File: src/rtl/pc_update_unit.sv
// Program-counter stage: next-PC selection, PC register, misaligned-jr trap FSM.
// Optional branch statistics counters are built when BRANCH_STATS_EN is defined.
module pc_update_unit #(
  parameter logic [31:0] RESET_PC    = 32'h0000_0000,
  parameter logic [31:0] TRAP_VECTOR = 32'h0000_0080
) (
  input  logic        clk,
  input  logic        reset,
  input  logic        PCWrite,
  input  logic [1:0]  PCSource,
  input  logic        LineSelection,
  input  logic [15:0] Imm16,
  input  logic [25:0] JumpAddr,
  input  logic [31:0] RegA,
  input  logic        Resume,
  output logic [31:0] PC,
  output logic [31:0] PCPlus4,
  output logic        Trap,
  output logic [31:0] EPC,
  output logic [31:0] BadAddr,
  output logic [15:0] BranchCount,
  output logic [15:0] TakenCount
);

  typedef enum logic [0:0] {
    RUN  = 1'b0,
    TRAP = 1'b1
  } state_t;

  state_t      state_r;
  state_t      stateNext_s;
  logic [31:0] pc_r;
  logic [31:0] pcNext_s;
  logic [31:0] epc_r;
  logic [31:0] epcNext_s;
  logic [31:0] badAddr_r;
  logic [31:0] badAddrNext_s;
  logic        trap_r;
  logic [31:0] pcPlus4_s;
  logic [31:0] branchOff_s;
  logic [31:0] target_s;

  assign pcPlus4_s   = pc_r + 32'd4;
  assign branchOff_s = {{14{Imm16[15]}}, Imm16, 2'b00};

  // Target address for the selected PC source
  always_comb begin
    target_s = pcPlus4_s;
    case (PCSource)
      2'b00: target_s = pcPlus4_s;
      2'b01: begin
        if (LineSelection) begin
          target_s = pcPlus4_s + branchOff_s;
        end else begin
          target_s = pcPlus4_s;
        end
      end
      2'b10:   target_s = {pcPlus4_s[31:28], JumpAddr, 2'b00};
      2'b11:   target_s = RegA;
      default: target_s = pcPlus4_s;
    endcase
  end

  // Next-state and next-register values of the RUN/TRAP machine
  always_comb begin
    stateNext_s   = state_r;
    pcNext_s      = pc_r;
    epcNext_s     = epc_r;
    badAddrNext_s = badAddr_r;
    case (state_r)
      RUN: begin
        if (PCWrite) begin
          // Only jr can produce a misaligned target; PC holds on the fault.
          if ((PCSource == 2'b11) && (RegA[1:0] != 2'b00)) begin
            epcNext_s     = pc_r;
            badAddrNext_s = RegA;
            stateNext_s   = TRAP;
          end else begin
            pcNext_s = target_s;
          end
        end else begin
          pcNext_s = pc_r;
        end
      end
      TRAP: begin
        if (Resume) begin
          pcNext_s    = TRAP_VECTOR;
          stateNext_s = RUN;
        end else begin
          stateNext_s = TRAP;
        end
      end
      default: stateNext_s = RUN;
    endcase
  end

  // PC, trap state and fault capture registers
  always_ff @(posedge clk) begin
    if (reset) begin
      state_r   <= RUN;
      pc_r      <= RESET_PC;
      epc_r     <= 32'h0000_0000;
      badAddr_r <= 32'h0000_0000;
      trap_r    <= 1'b0;
    end else begin
      state_r   <= stateNext_s;
      pc_r      <= pcNext_s;
      epc_r     <= epcNext_s;
      badAddr_r <= badAddrNext_s;
      trap_r    <= (stateNext_s == TRAP);
    end
  end

  assign PC      = pc_r;
  assign PCPlus4 = pcPlus4_s;
  assign Trap    = trap_r;
  assign EPC     = epc_r;
  assign BadAddr = badAddr_r;

`ifdef BRANCH_STATS_EN
  logic [15:0] branchCount_r;
  logic [15:0] takenCount_r;
  logic        branchCommit_s;

  assign branchCommit_s = (state_r == RUN) && PCWrite && (PCSource == 2'b01);

  // Saturating branch / taken-branch counters
  always_ff @(posedge clk) begin
    if (reset) begin
      branchCount_r <= 16'h0000;
      takenCount_r  <= 16'h0000;
    end else begin
      if (branchCommit_s && (branchCount_r != 16'hFFFF)) begin
        branchCount_r <= branchCount_r + 16'd1;
      end
      if (branchCommit_s && LineSelection && (takenCount_r != 16'hFFFF)) begin
        takenCount_r <= takenCount_r + 16'd1;
      end
    end
  end

  assign BranchCount = branchCount_r;
  assign TakenCount  = takenCount_r;
`else
  assign BranchCount = 16'h0000;
  assign TakenCount  = 16'h0000;
`endif

endmodule

File: config.mk
export PLATFORM = sky130hd
export DESIGN_NAME = pc_update_unit
export DESIGN_NICKNAME = d
export VERILOG_FILES = /design/src/rtl/pc_update_unit.sv
export SDC_FILE = /design/constraint.sdc
export NUM_CORES = 1
export LEC_CHECK = 0
export CAP_MARGIN = 20
export CORE_ASPECT_RATIO = 0.9
export CORE_MARGIN = 5
export CORE_UTILIZATION = 30
export CTS_BUF_LIST = sky130_fd_sc_hd__clkbuf_8
export DETAILED_ROUTE_END_ITERATION = 16
export DONT_BUFFER_PORTS = 1
export PLACE_DENSITY = 0.49
export SKIP_CTS_REPAIR_TIMING = 1
export SYNTH_ARGS = -nofsm -noshare
export SYNTH_HDL_FRONTEND = slang
export SYNTH_SLANG_ARGS = --single-unit
File: constraint.sdc
create_clock -name clk -period 11.9 [get_ports clk]
set_input_delay 0.595 -clock clk [delete_from_list [all_inputs] [get_ports clk]]
set_output_delay 0.595 -clock clk [all_outputs]
set_load 0.05 [all_outputs]
* Word level (Yosys, flattened, before mapping)
Cells that the tools add are included.
** Word-level totals
- Bits in registers :: 97
- Input bits :: 81
- Output and inout port bits :: 161
** Operators by class
- $add $sub $neg :: 2
- Equal/unequal tests :: 6
- Muxes and demuxes :: 10
- Bitwise gates (word level) :: 1
- Reduce and logical (&&, ||, !) cells :: 5
** Operator list (count)
- two-way mux 32 bit :: 4
- one-hot mux 32 bit (4 select lines) :: 1
- one-hot mux 32 bit (2 select lines) :: 1
- adder 32 x 3 -> 32 bit, second input constant :: 1
- adder 32 bit :: 1
- inequality test 2 bit, second input constant :: 3
- AND reduction 3 bit :: 2
- equality test 2 bit, second input constant :: 2
- two-way mux 1 bit :: 3
- equality test 2 x 1 -> 1 bit, second input constant :: 1
- zero test 2 bit :: 1
- one-hot mux 1 bit (2 select lines) :: 1
- nonzero test 2 bit :: 1
- logical AND 1 bit :: 1
- inverter 1 bit :: 1

* Depth between registers and ports, before layout
- Depth after elaboration :: 7
- Depth in mapped cells :: 17

* Least setup slack after synthesis
Ideal clock, no wire load.
- Path kind :: flip-flop to flip-flop
- From :: register pc_r[2] (netlist: PC[2])
- To :: register pc_r[31] (netlist: PC[31])
- Data arrival time :: 4.947 ns
- Setup slack :: 6.831 ns
- Stages on the path, launching flop included :: 18
- Period minus slack after synthesis :: 5.069 ns
- Path through :: dfxtp_1 ha_1 and3_1 and3_1 clkbuf_1 nand2_1 xnor2_1 ha_1 buf_2 a2111oi_2 o21ai_1 o21a_1 a22oi_1 o2111ai_1 a311oi_1 xnor2_1 a21oi_1 a311o_1
** On the way
- Word-level cells in the longest chain between the ends :: 7
** RTL lines
- from (decl) :: RTL line 32 : logic [31:0] pc_r;
- from (signal assigned) :: RTL line 107 : pc_r <= pcNext_s;
- adder 32 x 3 -> 32 bit :: RTL line 43 : assign pcPlus4_s = pc_r + 32'd4;
- net PCPlus4[16] :: RTL line 17 : output logic [31:0] PCPlus4,
- adder 32 bit :: RTL line 53 : target_s = pcPlus4_s + branchOff_s;
- two-way mux 32 bit :: RTL line 52 : if (LineSelection) begin
- one-hot mux 32 bit (4 select lines) :: RTL line 49 : case (PCSource)
- two-way mux 32 bit :: RTL line 74 : if ((PCSource == 2'b11) && (RegA[1:0] != 2'b00)) begin
- two-way mux 32 bit :: RTL line 72 : if (PCWrite) begin
- one-hot mux 32 bit (2 select lines) :: RTL line 70 : case (state_r)
The timed path passes the listed nets, and every way through them passes these cells. The select of a mux whose other input is x is not followed.
A chain may end at the register's enable or synchronous reset.

* Final worst setup path
- From :: register pc_r[2] (netlist: PC[2])
- To :: register pc_r[31] (netlist: PC[31])
** On the way
- Word-level cells in the longest chain between the ends :: 7
** RTL lines (RTL line)
- adder 32 x 3 -> 32 bit (*) :: 43
- adder 32 bit :: 53
- two-way mux 32 bit :: 52
- one-hot mux 32 bit (4 select lines) (*) :: 49
- two-way mux 32 bit (*) :: 74
- two-way mux 32 bit (*) :: 72
- one-hot mux 32 bit (2 select lines) (*) :: 70
Mark *: on every way between the ends. The rest lies on a longest branch, timed or not. The select of a mux whose other input is x is not followed.

==> impl_metrics.ini <==
[yosys]
synth-edff-count = 0
synth.avg_cell_area_um2 = 7.57
post_synth_inst_count = 883
yosys_warnings = 0
synth.distinct_cells = 70
async_flop_share_pct = 0
synth_area_mm2 = 0.00668
ys_seq_area_share_pct = 29.1
synth_ff_type = dfxtp_1
ys_ff_latch = 97

[floorplanning]
ioPinCount = 242
die_h_um = 152
initial_core_util_pct = 30.7
dieArea_mm2 = 0.0254
rows = 51
design.core.area_mm2 = 0.0218
die_w_um = 167

[sta]
finalSetupViolCount = 0
worstMarginPinSlew_ps = 1140
fmax_ghz = 0.198
layout_min_cycle_time_ps = 5060
final_max_slew_viol_count = 0
period_share_pct = 42.5
finClkSkew_ps = 15.1
slew_headroom_pct = 23.4
hold_viol = 0
fin_tns_setup_ps = 0
worst_slack_ps = 6840
rsz0062_at_grt = false

[finish]
finalNetCount = 978
drive_gt1_share_pct = 8.21
stdcell_count = 1157
mostFrequentLayoutCell = nand2_1
synthToLayoutAreaGrowth_pct = 6.82
final_cell_mix = 177 x nand2_1, 124 x a21oi_1, 97 x dfxtp_1, 58 x nor2_1, 36 x ha_1

[power_and_ir_drop]
ir_drop_uv = 47.6
p_per_area_mw_per_mm2 = 121
leakagePower_nw = 2.81

[flow_run]
maxCapViolations = 0

[place]
dp_cells = 1140
io_buffers = 0
dp_hpwl_um = 19800
place_ws_ps = 6960
gp_congestion = 0.933

[cts]
root_buffer = clkbuf_8
cts_tree = yes
htreeDepth = 3
cts_buffers = 9
clock-sinks = 97
clock_latency_ps = 410
clk_path_buf_depth = 2
clk_pin_slew_worst_paths_ps = 120

[route]
route.met3.wl_um = 2580
dr.pass1.iters = 6
met2_wirelength_um = 11300
drt-total-wl_um = 26500
drc = 0
wl_per_cell_um = 22.9
drt_iter0_drc = 705
postRouteAntennaNets = 0
vias_per_cell = 5.47
top_layer = met5
vias = 6331
drt-met1-wl_um = 12000

[worst_setup_path]
crit_fanout = 10
crit_chain = ha_1 -> and3_1 -> and3_1 -> nand2_1 -> xnor2_1 -> buf_4 -> ha_1 -> a2111oi_2 -> o21ai_1 -> o21a_1 -> a22oi_1 -> o2111ai_1 -> a311oi_1 -> xnor2_1 -> a21oi_1 -> a311o_1
start_kind = register
worst-setup-path-type = register to register
cp.required_ps = 12200
critPathArrivalTime_ps = 5360
slowest_stage = dfxtp_1
cp_slowest_stage_delay_ps = 870
end_kind = register

[global_routing]
grt_pass1_wl_um = 39100
grt_overflow_total = 0
grt_start_max_net_pins = 99
antenna_found_initial = 2
first_global_vias = 6007
globalRouteTotalUtil_pct = 20.0

[hold_path]
min_path_type = primary input to register

[status]
status = complete, no violations
power by group:
part | internal, mW | total (mW) | leakage [nW] | switching [mW]
registers | 0.335 | 0.391 | 0.787 | 0.0563
clock network | 0.104 | 0.252 | 0.110 | 0.148
logic | 0.0709 | 0.217 | 1.91 | 0.146
total | 0.510 | 0.860 | 2.81 | 0.350
sequential cells by signal (all words and copies together), names as in the netlist:
signal	flops
BadAddr	32
EPC	32
PC	32
Trap	1
cells in the mapped netlist, drive strengths merged (5+ instances only):
master	count	share of area (%)
nand2	177	9.9
a21oi	125	9.5
dfxtp	97	29
nor2	58	3.3
buf	49	4.9
clkbuf	40	2.2
o21ai	37	2.8
ha	36	6.7
xnor2	36	4.8
a21o	18	2.0
nand3	18	1.3
xor2	15	2.0
and3	14	1.3
mux2	11	1.9
a22oi	10	1.1
a222oi	9	1.3
a221oi	8	1.0
inv	8	0.45
nand4	8	0.97
and2	7	0.69
and4	7	0.99
nor3	7	0.52
o21a	7	0.79
o221ai	7	0.92
nand2b	6	0.56
nor2b	6	0.56
a311oi	5	0.66
worst paths after layout:
kind / from / end / slack, ps / depth (start not counted)
max: PC[2] / PC[31] / 6840 / 16
min: reset / BadAddr[0] / 250 / 1
max reg2reg: PC[2] / PC[31] / 6840 / 16
min reg2reg: EPC[22] / EPC[22] / 710 / 2
area by class of cell:
type                    instances  area (µm²)
fillers                      2366       14600
multi-input cells             719        4400
flip-flops and latches         97        1940
well taps                     291         364
repair buffers                 24         180
clock buffers                   9         124
clock inverters                 7        90.1
inverters                       9        33.8
diodes                          1        2.50
critical path: cells and delay by family, from the launching register on:
kind                       cells  cell delay (ps)
AOI/OAI and AO/OA              8             1790
and+or+nand+nor                3              920
DFF                            1              870
adders and majority gates      2              770
xor gates and xnor gates       2              360
buffers and inverters          1              220
cell families (layout without fill, tap and decap cells):
group	after synthesis	after routing	share of synthesized area, %
flip-flops	97	97	29.1
other	1	33	0.0561
AND/OR/NAND/NOR	320	320	21.6
AO/OA/AOI/OAI	264	264	25.2
multiplexers	15	15	2.64
XOR/XNOR	51	51	6.80
buffers and inverters	98	49	7.68
adder cells (fa/ha/maj)	37	37	7.04
routing by layer:
metal  vias to the layer above  GRT usage [%]
met4                         2           5.96
met3                        34           5.55
met5                         -              0
li1                       3024              -
met2                       318           30.0
met1                      2953           28.1
metrics by stage:
stage          power (mW)  util (%)  hold slack (ps)  area (µm²)
3_3_place_gp        0.614      31.8              674        6920
6_report            0.860      32.8              255        7140
4_1_cts             0.870      32.8              225        7140
2_1_floorplan       0.576         -              675        6800
3_5_place_dp        0.614      31.8              676        6920
5_1_grt             0.903      32.8              229        7140
No activity file was read; power rests on OpenSTA's default activity.
